`src/rtl/mem_access_pkg.sv`:
```
// Shared types for the load/store unit: access size, FSM state and small decode helpers.
package mem_access_pkg;

  typedef enum logic [1:0] {
    SZ_BYTE = 2'b00,
    SZ_HALF = 2'b01,
    SZ_WORD = 2'b10
  } size_e;

  typedef enum logic {
    IDLE     = 1'b0,
    MERGE_WR = 1'b1
  } state_e;

  // Encoding 2'b11 is treated as a word access.
  function automatic size_e decode_size(input logic [1:0] raw);
    case (raw)
      2'b00:   return SZ_BYTE;
      2'b01:   return SZ_HALF;
      default: return SZ_WORD;
    endcase
  endfunction

  // Byte offset within the word after forcing natural alignment.
  function automatic logic [1:0] lane_offset(input size_e size, input logic [1:0] addr_lo);
    case (size)
      SZ_BYTE: return addr_lo;
      SZ_HALF: return {addr_lo[1], 1'b0};
      default: return 2'b00;
    endcase
  endfunction

endpackage

```
`src/rtl/mem_byte_lane.sv`:
```
// Combinational lane logic: merges store data into a read word and extracts/extends load data.
module mem_byte_lane
  import mem_access_pkg::*;
(
  input  size_e       size,
  input  logic        unsigned_ld,
  input  logic [1:0]  offset,
  input  logic [31:0] wdata,
  input  logic [31:0] rdata,
  output logic [31:0] merged,
  output logic [31:0] load_data
);

  logic [31:0] shifted;

  always_comb begin
    merged = rdata;
    unique case (size)
      SZ_BYTE: merged[{offset, 3'b000} +: 8]        = wdata[7:0];
      SZ_HALF: merged[{offset[1], 4'b0000} +: 16]   = wdata[15:0];
      default: merged = wdata;
    endcase
  end

  assign shifted = rdata >> {offset, 3'b000};

  always_comb begin
    unique case (size)
      SZ_BYTE: load_data = {{24{~unsigned_ld & shifted[7]}}, shifted[7:0]};
      SZ_HALF: load_data = {{16{~unsigned_ld & shifted[15]}}, shifted[15:0]};
      default: load_data = shifted;
    endcase
  end

endmodule

```
`src/rtl/mem_access_unit.sv`:
```
// Load/store unit: word stores in one cycle, sub-word stores via read-merge-write.
// Optional MEM_MISALIGN_TRAP_EN adds misalignment detection and the misalign output.
module mem_access_unit
  import mem_access_pkg::*;
(
  input  logic        clk,
  input  logic        reset,
  input  logic        req_valid,
  input  logic        req_load,
  input  logic        req_store,
  input  logic [1:0]  req_size,
  input  logic        req_unsigned,
  input  logic [31:0] req_addr,
  input  logic [31:0] req_wdata,
  output logic        stall,
  output logic        rsp_valid,
  output logic [31:0] rsp_rdata,
  output logic        mem_write,
  output logic [31:0] mem_addr,
  output logic [31:0] mem_wdata,
  input  logic [31:0] mem_rdata
`ifdef MEM_MISALIGN_TRAP_EN
  ,
  output logic        misalign
`endif
);

  state_e      state_q;
  logic [31:0] merged_q;
  logic [29:0] addr_q;
  logic        rsp_valid_q;
  logic [31:0] rsp_rdata_q;

  size_e       size;
  logic        do_load, do_store, misaligned;
  logic [31:0] merge_data, load_data;

  assign size     = decode_size(req_size);
  assign do_load  = req_valid & req_load & ~req_store;
  assign do_store = req_valid & req_store & ~req_load;

`ifdef MEM_MISALIGN_TRAP_EN
  logic misalign_q;
  assign misaligned = ((size == SZ_HALF) & req_addr[0]) |
                      ((size == SZ_WORD) & (req_addr[1:0] != 2'b00));
  assign misalign   = misalign_q;
`else
  assign misaligned = 1'b0;
`endif

  mem_byte_lane u_lane (
    .size        (size),
    .unsigned_ld (req_unsigned),
    .offset      (lane_offset(size, req_addr[1:0])),
    .wdata       (req_wdata),
    .rdata       (mem_rdata),
    .merged      (merge_data),
    .load_data   (load_data)
  );

  always_comb begin
    stall     = 1'b0;
    mem_write = 1'b0;
    mem_addr  = {req_addr[31:2], 2'b00};
    mem_wdata = req_wdata;
    if (!reset) begin
      if (state_q == MERGE_WR) begin
        mem_write = 1'b1;
        mem_addr  = {addr_q, 2'b00};
        mem_wdata = merged_q;
      end else if (do_store && !misaligned) begin
        if (size == SZ_WORD) mem_write = 1'b1;
        else                 stall     = 1'b1;
      end
    end
  end

  always_ff @(posedge clk) begin
    if (reset) begin
      state_q     <= IDLE;
      merged_q    <= '0;
      addr_q      <= '0;
      rsp_valid_q <= 1'b0;
      rsp_rdata_q <= '0;
`ifdef MEM_MISALIGN_TRAP_EN
      misalign_q  <= 1'b0;
`endif
    end else begin
      rsp_valid_q <= 1'b0;
`ifdef MEM_MISALIGN_TRAP_EN
      misalign_q  <= 1'b0;
`endif
      unique case (state_q)
        IDLE: begin
          if (do_load || do_store) begin
            if (misaligned) begin
`ifdef MEM_MISALIGN_TRAP_EN
              misalign_q <= 1'b1;
`endif
              if (do_load) begin
                rsp_valid_q <= 1'b1;
                rsp_rdata_q <= '0;
              end
            end else if (do_load) begin
              rsp_valid_q <= 1'b1;
              rsp_rdata_q <= load_data;
            end else if (size != SZ_WORD) begin
              merged_q <= merge_data;
              addr_q   <= req_addr[31:2];
              state_q  <= MERGE_WR;
            end
          end
        end
        MERGE_WR: state_q <= IDLE;
        default:  state_q <= IDLE;
      endcase
    end
  end

  assign rsp_valid = rsp_valid_q;
  assign rsp_rdata = rsp_rdata_q;

endmodule

```
`config.mk`:
```
export PLATFORM = sky130hd
export DESIGN_NAME = mem_access_unit
export DESIGN_NICKNAME = d
export VERILOG_FILES = /design/src/rtl/mem_access_pkg.sv /design/src/rtl/mem_byte_lane.sv /design/src/rtl/mem_access_unit.sv
export SDC_FILE = /design/constraint.sdc
export NUM_CORES = 1
export LEC_CHECK = 0
export BUFFER_PORTS_ARGS = -buffer_cell sky130_fd_sc_hd__buf_2
export CAP_MARGIN = 30
export CELL_PAD_IN_SITES_DETAIL_PLACEMENT = 0
export CELL_PAD_IN_SITES_GLOBAL_PLACEMENT = 1
export CORE_ASPECT_RATIO = 1.1
export CORE_MARGIN = 5
export CORE_UTILIZATION = 43
export CTS_CLUSTER_SIZE = 20
export DETAILED_ROUTE_END_ITERATION = 10
export PLACE_DENSITY_LB_ADDON = 0.1
export SLEW_MARGIN = 30
export SYNTH_ARGS = -nofsm -noshare
export SYNTH_HDL_FRONTEND = slang
export SYNTH_HIERARCHICAL = 1
export SYNTH_SLANG_ARGS = --single-unit
```
`constraint.sdc`:
```
create_clock -name clk -period 4.1 [get_ports clk]
set_input_delay 0 -clock clk [delete_from_list [all_inputs] [get_ports clk]]
set_output_delay 0 -clock clk [all_outputs]
set_load 0.005 [all_outputs]
```
---- Word level (Yosys, flattened, before mapping) ----
Index checks and enable logic that the tools add are counted.
word-level totals
  bits in registers ....................... 96
  input port bits ......................... 104
  output and inout bits ................... 99
  word-level logic and storage cells ...... 57
operators by class
  add/subtract/negate cells ............... 2
  equal/unequal tests ..................... 4
  shift operators ......................... 5
  muxes and demuxes ....................... 23
  bitwise logic cells ..................... 12
  reductions and logical operators ........ 6
operators with widths
  cell                                                   number
  2-to-1 mux 32 bit                                      4
  one-hot mux 32 bit (2 select lines)                    2
  bitwise mux 32 bit                                     2
  variable shift 16 x 7 -> 32 bit, first input constant  1
  variable shift 8 x 7 -> 32 bit, first input constant   1
  variable part select 16 x 7 -> 32 bit                  1
  variable part select 8 x 7 -> 32 bit                   1
  right shift 32 x 5 -> 32 bit                           1
  negation 5 -> 7 bit                                    2
  2-to-1 mux 1 bit                                       12
  one-hot mux 2 bit (2 select lines)                     2
  bitwise AND 1 bit                                      6
  inverter 1 bit                                         6
  equality test 2 x 1 -> 1 bit, second input constant    2
  logical NOT 2 bit                                      2
  AND reduction 4 bit                                    1
  AND reduction 3 bit                                    1
  OR reduction 3 bit                                     1
  equality test 2 bit, second input constant             1
  inequality test 2 bit, second input constant           1
  one-hot mux 1 bit (2 select lines)                     1
  logical OR 1 bit                                       1

---- Longest topological paths before layout ----
  depth in word-level cells ............... 8
  mapped depth ............................ 10

---- Hierarchy ----
The synthesis kept the hierarchy.
by module, submodules not included
  module           instances  cells each  area an instance (sq um)  seq. area each (sq um)
  mem_access_unit  1          498         5056.1                    1921.8
  mem_byte_lane    1          278         2030.7                    0.0

---- Worst setup path after synthesis ----
OpenSTA, ideal clock, no wires.
  path kind ............................... in2reg
  start ................................... in req_size[0]
  end ..................................... reg merged_q[16]
  library setup time ...................... 72 ps
  data arrival time ....................... 1942 ps
  required time ........................... 4028 ps
  setup slack ............................. 2087 ps
  stages .................................. 9
  cell sequence ........................... nor3b_1 buf_4 inv_1 ha_1 nor4_1 nand4_1 o221ai_1 nand2b_1 mux2i_1
on the way
  word-level cells in the longest chain between the ends .. 8
  elaborated cells between the ends (all ways) .. 17
ends and longest elaborated chain
  what                                                                      RTL line                                   text
  from (decl)                                                               mem_access_unit.sv:11                      input logic [1:0] req_size,
  equality test 2 x 1 -> 1 bit / logical NOT 2 bit (equally long branches)  mem_access_pkg.sv:17                       case (raw)
  one-hot mux 2 bit (2 select lines) *                                      mem_access_pkg.sv:17
  equality test 2 x 1 -> 1 bit / logical NOT 2 bit (equally long branches)  mem_access_pkg.sv:26, mem_byte_lane.sv:18
  one-hot mux 2 bit (2 select lines)                                        mem_access_pkg.sv:26                       case (size)
  negation 5 -> 7 bit (on tied branches)                                    mem_byte_lane.sv:20, mem_byte_lane.sv:19
  variable part select 16 x 7 -> 32 bit, or another cell as far along       mem_byte_lane.sv:20                        SZ_HALF: merged[{offset[1], 4'b0000} +: 16] = wdata[15:0];
  bitwise mux 32 bit (on tied branches)                                     mem_byte_lane.sv:20, mem_byte_lane.sv:19
  one-hot mux 32 bit (2 select lines) *                                     mem_byte_lane.sv:18                        unique case (size)
  via merge_data[16]                                                        mem_access_unit.sv:36                      logic [31:0] merge_data, load_data;
  to (signal assigned)                                                      mem_access_unit.sv:108                     merged_q <= merge_data;
  to (decl)                                                                 mem_access_unit.sv:29                      logic [31:0] merged_q;
The timed path passes the listed nets; every way through them passes the cells marked *.
A chain may end at the register's enable or synchronous reset.

---- Worst setup path after layout ----
  start ................................... in req_size[1]
  end ..................................... reg merged_q[3]
The elaborated chain is that of the path after synthesis.

==> flow_summary.ini <==
[drt]
drt_wl_total_um = 21300
drt_iter0_drc = 350
first_pass_iters = 5
detail-route-antenna-nets = 0
num_vias = 6256
viasPerCell = 5.35
drc_errors = 0
wl_per_cell_um = 18.2

[logic_synthesis]
synthSimpleGateAreaFrac_pct = 22.6
syn_area_um2 = 7090
synth-edff-count = 0
synth_xor_area_share_pct = 0
synth_top_flop_cell = dfxtp_1
netlist_instances = 776
ys_seq_area_share_pct = 27.1
synthMuxAreaShare_pct = 28.1
synthArstFlopShare_pct = 0
synth-seq-cells = 96
ys_types = 44
synth-compound-area-share_pct = 14.1
avgSynthCellArea_um2 = 9.13
synth_top_family_by_area = multiplexers
yosysWarnings = 6
synth_fa_ha_area_share_pct = 0.883

[job]
drv_cap = 0

[critical_path]
slowest_stage = buf_2
cp.required_ns = 4.38
crit_fanout = 33
worst-path-buf-inv = 3
max_stage_delay_ns = 0.46
critPathLaunchType = input port
r2r_cells = 3
crit_path_end = merged_q[3]
r2r_slack_ns = 2.38
path_delay_family = buffers and inverters
cp_cell_sequence = buf_2 -> buf_4 -> nor2b_2 -> inv_2 -> ha_1 -> nor4bb_1 -> a211o_1 -> a22o_1 -> nand2b_1 -> mux2i_1
crit_cells = 10
critical_path_class = in2reg
cp.arrival_ns = 2.77
reg2reg_from = state_q
critPathCaptureType = flip-flop
cp-startpoint = req_size[1]
worst_r2r_endpoint = merged_q[31]

[power_and_ir_drop]
p_leak_nw = 3.69
vdd_drop_max_mv = 0.172
power.density_nw_per_um2 = 274

[place]
gp_congestion = 0.847
dp_hpwl_um = 15800
dp_cells = 1120
port_buffers = 200

[cts]
cts_buffers = 9
post-cts-setup-buffer-count = 0
cts_htree_levels = 3
cts-root-buf = clkbuf_16
cts_tree = done
cts.sinks = 96
clockBufferDepth = 2
clk_latency_ns = 0.35
clk_pin_slew_ns = 0.07

[floorplan]
fp.coreArea_um2 = 16200
die_h_um = 145
die_area_um2 = 19200
floorplan.initialDensity_pct = 43.6
ios = 203
rows = 49
die_w_um = 132

[timing]
finalSetupTns_ns = 0
setup_viol = 0
rsz0062_at_grt = no
finalHoldViolations = 0
slew_headroom_pct = 39.0
slew_viol_final = 0
worstMarginPinSlew_ns = 0.910
clock.fmax_ghz = 0.401
fin_crit_ns = 2.49
fin_crit_sh_pct = 60.8
finClkSkew_ns = 0.00527

[global_routing]
grt_pass1_wl_um = 33700
antenna_found_initial = 4
grt_pass1_vias = 6233
track_usage_pct = 21.6
grt_max_degree = 113
grt_overflow = 0

[final_layout]
finalNetCount = 1066
layout-drive-gt1-share_pct = 35.0
layout.cells.non_filler = 1169
area_delta_synth_final_pct = 21.3

[min_path]
worstHoldPathType = in2reg

[status]
status = completed
==> registers in the layout, summed over array words and instances, names as in the netlist <==
register / count
addr_q: 30
merged_q: 32
rsp_rdata: 32
rsp_valid: 1
state_q: 1
==> kinds of logic after synthesis <==
group / after synthesis
compound gates: 140
fa+ha+maj: 5
mux: 164
flops: 96
simple gates: 289
other cells: 1
buf+inv: 81
==> worst reg2reg max path, delay by kind of cell (launching register included) <==
| kind | cells | cell delay (ns) |
|---|---|---|
| buffers and inverters | 1 | 0.57 |
| DFF | 1 | 0.44 |
| muxes | 1 | 0.40 |
| and+or+nand+nor | 1 | 0.24 |
==> worst min-delay path by stage <==
| stage | from | end | slack (ns) | cells after the start |
|---|---|---|---|---|
| detailed placement | req_addr[29] | addr_q[27] | 0.28 | 3 |
| global route | req_valid | state_q | 0.07 | 3 |
| finish | req_valid | state_q | 0.07 | 3 |
| CTS | req_valid | state_q | 0.06 | 3 |
| floorplan | req_size[1] | stall | 0.03 | 1 |
| global placement | req_addr[23] | addr_q[21] | 0.27 | 3 |
==> layout make-up <==
class	instances	area (µm²)
multi-input cells	600	4700
clock buffers	12	267
inverters	11	41.3
flip-flops and latches	96	1920
diodes	3	7.51
fillers	1550	7650
well taps	204	255
repair buffers	239	1380
clock inverters	4	26.3
==> power breakdown <==
group / switching [mW] / internal, mW
clock: 0.370 / 0.462
sequential: 0.0131 / 0.956
combinational: 0.276 / 0.275
==> per-layer routing <==
layer  GRT usage, %  vias up  wire, µm  share of wire [%]
met2           37.3      180     10700                 50
met3           5.15       27      1180                5.5
met4           7.56        4       366                1.7
met5              0        -        23               0.11
li1               -     3091         -                  -
met1           26.4     2954      9080                 43
==> per-stage QoR <==
step                cell area, µm²  total power [mW]  util (%)  setup slack, ns  hold WS (ns)
floorplan                     7090              1.33         -             2.09        0.0341
global placement              7990              1.51      49.2             1.42         0.274
detailed placement            7990              1.52      49.2             1.30         0.283
CTS                           8580              2.38      52.8             1.58        0.0559
global route                  8590              2.47      52.9             1.39        0.0719
finish                        8600              2.35      52.9             1.61        0.0655
==> cells in the final DEF, fill, tap and decap left out, types with 5 or more instances in the layout <==
cell           instances
buf_2                199
nand2b_1             125
nand2_1               96
dfxtp_1               96
mux2i_1               69
mux2_4                61
a21oi_1               57
mux2_2                34
dlygate4sd3_1         30
a22o_1                23
nor2_1                16
o211ai_1              16
nor3b_1               16
nor2b_1               13
inv_1                 10
clkbuf_16              9
buf_4                  8
o221ai_1               8
a31oi_1                8
a221oi_1               7
a221o_1                7
o21ai_0                7
ha_1                   5
==> synthesized netlist by cell type, types with 17 or more instances <==
cell,number,area (µm²)
a21oi_1,57,285
a22o_1,23,201
buf_6,20,225
clkbuf_1,26,97.6
dfxtp_1,96,1920
mux2_2,34,383
mux2_4,61,916
mux2i_1,69,691
nand2_1,96,360
nand2b_1,126,788
nor3b_1,17,128
==> repair_timing <==
item                                   4_1_cts  5_1_grt
gates resized for setup                      0        0
endpoints found under the hold margin       30        0
hold buffers                                30        0
(Power assumes the default switching activity.)
